File: config.mk
export PLATFORM = sky130hd
export DESIGN_NAME = pipe_stage_skid
export DESIGN_NICKNAME = d
export VERILOG_FILES = /design/src/rtl/pipe_pkg.sv /design/src/rtl/pipe_sat_counter.sv /design/src/rtl/pipe_stage_skid.sv
export SDC_FILE = /design/constraint.sdc
export NUM_CORES = 1
export LEC_CHECK = 0
export BUFFER_PORTS_ARGS = -buffer_cell sky130_fd_sc_hd__buf_2
export CORE_MARGIN = 8
export CORE_UTILIZATION = 40
export DETAILED_ROUTE_END_ITERATION = 12
export MAX_ROUTING_LAYER = met4
export PLACE_DENSITY = 0.59
export RECOVER_POWER = 25
export SETUP_SLACK_MARGIN = 0.2
export SLEW_MARGIN = 20
export SYNTH_ARGS = -nofsm -noshare
export SYNTH_HDL_FRONTEND = slang
export SYNTH_HIERARCHICAL = 1
export SYNTH_SLANG_ARGS = --single-unit
File: constraint.sdc
create_clock -name clk -period 8.9 [get_ports clk]
set_input_delay 0.445 -clock clk [delete_from_list [all_inputs] [get_ports clk]]
set_output_delay 0.445 -clock clk [all_outputs]
set_load 0.02 [all_outputs]
File: src/rtl/pipe_pkg.sv
// Shared definitions for the pipeline-stage register family.
package pipe_pkg;

    localparam logic [1:0] ST_EMPTY = 2'd0;
    localparam logic [1:0] ST_FULL  = 2'd1;
    localparam logic [1:0] ST_SKID  = 2'd2;

    localparam int CTRL_W_DEFAULT = 8;

    // EMPTY: nothing held; FULL: main holds a beat; SKID: main and skid both hold a beat.
    typedef enum logic [1:0] {
        S_EMPTY = ST_EMPTY,
        S_FULL  = ST_FULL,
        S_SKID  = ST_SKID
    } pipe_state_e;

endpackage

File: src/rtl/pipe_sat_counter.sv
// Saturating up-counter: counts enabled cycles and sticks at all-ones.
module pipe_sat_counter #(
    parameter int W = 16
) (
    input  logic         clk,
    input  logic         reset,
    input  logic         en,
    output logic [W-1:0] count
);

    // Increment on enabled edges until the maximum value is reached.
    always_ff @(posedge clk or posedge reset) begin
        if (reset) begin
            count <= '0;
        end else if (en && (count != '1)) begin
            count <= count + 1'b1;
        end
    end

endmodule

File: src/rtl/pipe_stage_skid.sv
// Pipeline-stage register with valid/ready handshake and a one-entry skid buffer.
// Handshake: a beat moves on either side only at a clk edge where valid && ready;
// valid never depends on ready, in_ready is a flop so ready never ripples across
// a stage, and a presented out beat stays stable until it transfers or is flushed.
module pipe_stage_skid
    import pipe_pkg::*;
#(
    parameter int DATA_W     = 64,
    parameter int CTRL_W     = CTRL_W_DEFAULT,
    parameter int CNT_W      = 16,
    parameter int CLEAR_DATA = 1
) (
    input  logic              clk,
    input  logic              reset,
    input  logic              flush,
    input  logic              in_valid,
    output logic              in_ready,
    input  logic [DATA_W-1:0] in_data,
    input  logic [CTRL_W-1:0] in_ctrl,
    output logic              out_valid,
    input  logic              out_ready,
    output logic [DATA_W-1:0] out_data,
    output logic [CTRL_W-1:0] out_ctrl,
    output logic [CNT_W-1:0]  bubble_count,
    output logic [1:0]        dbg_state
);

    pipe_state_e       state_q, state_d;
    logic              in_ready_q;
    logic [DATA_W-1:0] main_data, skid_data;
    logic [CTRL_W-1:0] main_ctrl, skid_ctrl;
    logic              accept, xfer;
    logic              ld_main_in, ld_main_skid, ld_skid, clr;

    assign accept = in_valid && in_ready_q;
    assign xfer   = out_valid && out_ready;

    // Next-state and register-load decisions; flush overrides everything.
    always_comb begin
        state_d      = state_q;
        ld_main_in   = 1'b0;
        ld_main_skid = 1'b0;
        ld_skid      = 1'b0;
        clr          = 1'b0;
        if (flush) begin
            state_d = S_EMPTY;
            clr     = 1'b1;
        end else begin
            case (state_q)
                S_EMPTY: begin
                    if (accept) begin
                        state_d    = S_FULL;
                        ld_main_in = 1'b1;
                    end
                end
                S_FULL: begin
                    if (accept && xfer) begin
                        ld_main_in = 1'b1;
                    end else if (accept) begin
                        state_d = S_SKID;
                        ld_skid = 1'b1;
                    end else if (xfer) begin
                        state_d = S_EMPTY;
                    end
                end
                S_SKID: begin
                    if (xfer) begin
                        state_d      = S_FULL;
                        ld_main_skid = 1'b1;
                    end
                end
                default: state_d = S_EMPTY;
            endcase
        end
    end

    // State register and registered in_ready (low only while the skid is occupied).
    always_ff @(posedge clk or posedge reset) begin
        if (reset) begin
            state_q    <= S_EMPTY;
            in_ready_q <= 1'b1;
        end else begin
            state_q    <= state_d;
            in_ready_q <= (state_d != S_SKID);
        end
    end

    // Main and skid payload registers; ctrl always cleared on flush, data optionally.
    always_ff @(posedge clk or posedge reset) begin
        if (reset) begin
            main_data <= '0;
            main_ctrl <= '0;
            skid_data <= '0;
            skid_ctrl <= '0;
        end else if (clr) begin
            main_ctrl <= '0;
            skid_ctrl <= '0;
            if (CLEAR_DATA != 0) begin
                main_data <= '0;
                skid_data <= '0;
            end
        end else begin
            if (ld_main_in) begin
                main_data <= in_data;
                main_ctrl <= in_ctrl;
            end else if (ld_main_skid) begin
                main_data <= skid_data;
                main_ctrl <= skid_ctrl;
            end
            if (ld_skid) begin
                skid_data <= in_data;
                skid_ctrl <= in_ctrl;
            end
        end
    end

    // out_valid comes straight from the state flop so reset drops it asynchronously;
    // ctrl is masked so stale write enables never leak downstream.
    assign out_valid = (state_q != S_EMPTY);
    assign out_ctrl  = out_valid ? main_ctrl : '0;
    assign out_data  = main_data;
    assign in_ready  = in_ready_q;
    assign dbg_state = state_q;

    pipe_sat_counter #(.W(CNT_W)) u_bubble_cnt (
        .clk   (clk),
        .reset (reset),
        .en    (!out_valid),
        .count (bubble_count)
    );

endmodule
==> metrics.txt <==
Core Region ~21,000 sq um; Synth cell types between 40 and 50; # clock sinks between 150 and 200; initial antenna violation count 0; Worst Setup Path Type input pin to asynchronous set/reset pin; worst slew pin tran between 3 and 4 ns; initial drt markers around 420; Hold Path Class input pin to asynchronous set/reset pin; cts bufs inserted 17; Area contributors post-synth dfrtp_1 47%, a2111oi_2 12%, and3b_1 7.5%, a22o_1 7.4%, a211oi_1 6.3%; setup TNS 0 ns; WL final 24,300 um; fin crit period 3.32 ns; r2r setup slk between 5 and 6 ns; Die Area 26,300 sq um; CTS Hold Buffers Added 0; Synth top cells by count 162 x dfrtp_1, 75 x inv_1, 73 x and3b_1, 73 x nor3_1; placed cells approximately 1,100; DR vias/cell about 5.7; Worst-Skew Late Latency between 0.4 and 0.5 ns; P_leak 4.80 nW; area leader, netlist dfrtp_1; Die X between 150 and 200 um; worst setup margin between 5 and 6 ns; sequential area share after synthesis 0.478; first-pass GRT wire length between 30,000 and 40,000 um; fraction of final layout cells sized beyond drive strength 1 0.332; Clk pin slew, worst setup/hold paths roughly 0.070 ns; RSZ-0062 raised after global routing false; vias in the first global route ~7,000; crit share post-route 0.373; vias approximately 6,600; Max-slew headroom -1.66; Post-DRT Antenna Nets 0; slowest stage delay, CP ~2.2 ns; met3 usage 0.0425; Levels on crit path 3; TritonCTS clock tree built; Nets between 900 and 1,000; failing checks max-capacitance violations, max-slew violations; EDFF count, synth 0; GR Overflow Total 0; Final Max Tran Viols 87; H-Tree Level Count 4; Finished Cell Area around 10,000 sq um; clock root buffer clkbuf_16; CTS max path bufs 2; Worst R2R End out_data[54]; pre-CTS setup slack 5.78 ns; antenna cell count 0; Mapped Area 8540 sq um; dpl hpwl ~15,000 um; syn_area_per_cell around 11 sq um; Yosys warnings 6; initial core utilization 0.406; GRT Max-Usage Layer met2; met1 track demand over resource 0.256; CP endpoint kind asynchronous set/reset pin; Fmax achieved ~300 MHz; Net Count, Synth around 830; largest net degree at the start of global routing 87; area delta synth->final 17.2%; Top FF cell, synth dfrtp_1; Worst Skew ~0.0087 ns; Placer Congestion 0.749; Worst EP required roughly 9.3 ns; reg2reg path depth 5; Post-Layout Cell Count 1,164; count leader, synth dfrtp_1; post-CTS sizing 0; Die Y 162 um; placed instance area between 9000 and 10,000 sq um; Buf+Inv Stages, Crit Path 3; Post-CTS Setup Inserts 0; Rows 53; Final Setup Violations 0; final hold viol count 0; GRT Total Usage 0.193; arrival time at the worst endpoint 3.73 ns; Pwr per Cell Area about 190 nW/um^2; DRC viols 0; drt pass-1 iters 5; Max-Cap Viols 1; status complete, but fails checks; worst-path fanout max 86; CP Launch Type input pin; maximum vdd drop approximately 0.00011 V; #FFs+latches synth approximately 160; asr flop ratio synth 1.00; Post-Synthesis Cells 754; IO Count 169; kind of cell adding the most delay to the critical path buffers and inverters; worst-path cell chain clkbuf_1 -> clkinvlp_2 -> buf_4; Port-buffer cells between 150 and 200; RR Startpoint dbg_state[0]; routed length per instance 20.9 um; slowest cell on the critical path clkinvlp_2; share of Yosys cell area claimed by the top area cell type 0.475; GRT met2 Usage 0.298
==> cell type report <==
cell class | count | area (sq um)
flip-flops and latches | 163 | 4080
multi-input cells | 438 | 3810
clock inverters | 10 | 86.3
well taps | 275 | 344
repair buffers | 182 | 951
inverters | 76 | 287
clock buffers | 20 | 457
fillers | 1977 | 11000
==> worst register-to-register path, cell delays in order, from the launching register on <==
cell and delay, ns:
dfrtp_2 0.48, buf_4 0.52, nand2b_2 0.87, buf_4 0.55
a211oi_1 0.17, a2111oi_2 0.39
==> power breakdown <==
group	total, mW	internal, mW	switching (mW)
clock network	0.696	0.394	0.302
logic	0.388	0.136	0.252
registers	0.857	0.799	0.0577
==> routing by layer <==
| metal | share of wire | vias up |
|---|---|---|
| li1 | - | 3108 |
| met1 | 0.47 | 3279 |
| met2 | 0.47 | 182 |
| met3 | 0.054 | 21 |
| met4 | 0.0079 | 0 |
| met5 | 0 | - |
==> flip-flops by register name, indices dropped and copies added (netlist names) <==
signal,flops
main_ctrl,8
skid_data,64
u_bubble_cnt/count,16
dbg_state,2
in_ready,1
skid_ctrl,8
out_data,64
==> kinds of logic (layout without fill, tap and decap cells) <==
| kind of cell | after synthesis | after routing | share of synthesized area |
|---|---|---|---|
| DFF | 163 | 163 | 0.478 |
| xor gates and xnor gates | 12 | 12 | 0.0123 |
| buffers and inverters | 153 | 288 | 0.0789 |
| and+or+nand+nor | 198 | 198 | 0.157 |
| AOI/OAI and AO/OA | 223 | 223 | 0.268 |
| adders and majority gates | 1 | 1 | 0.00146 |
| muxes | 4 | 4 | 0.00498 |
==> worst max path at each step <==
stage | startpoint | to | slack, ns
6_report | reset | dbg_state[0] | 5.58
5_1_grt | reset | dbg_state[0] | 4.84
4_1_cts | dbg_state[0] | skid_ctrl[5] | 5.75
3_5_place_dp | out_ready | skid_ctrl[5] | 5.78
3_3_place_gp | out_ready | skid_data[49] | 5.80
2_1_floorplan | reset | dbg_state[0] | 4.51
==> cell usage in the layout (no fill, tap or decap), types with 2 or more instances in the layout <==
cell	Yosys	routed
nor3_1	73	73
clkbuf_16	0	17
clkbuf_8	0	2
nand4_1	5	5
mux2i_1	2	2
a21oi_1	3	3
clkinv_2	0	5
a22o_1	72	72
buf_2	29	163
a2111oi_2	70	70
and3b_1	73	73
inv_1	75	74
nand2_1	7	7
and3_1	4	4
xnor2_1	12	12
nand3_1	7	7
buf_4	1	14
clkbuf_1	38	5
and4_1	3	3
nor2_1	12	12
dfrtp_1	162	161
nand2b_2	1	2
mux2_2	2	2
a211oi_1	72	72
clkinvlp_4	0	3
a2111oi_0	2	2
==> stage by stage <==
step                      hold WS, ns  power (mW)   util
final                           0.115        1.94  0.476
after global routing            0.157        2.03  0.476
after CTS                       0.161        1.96  0.476
after detailed placement        0.483        1.26  0.450
after global placement          0.480        1.26  0.450
after floorplan                 0.359        1.13      -
(Power assumes the default switching activity.)
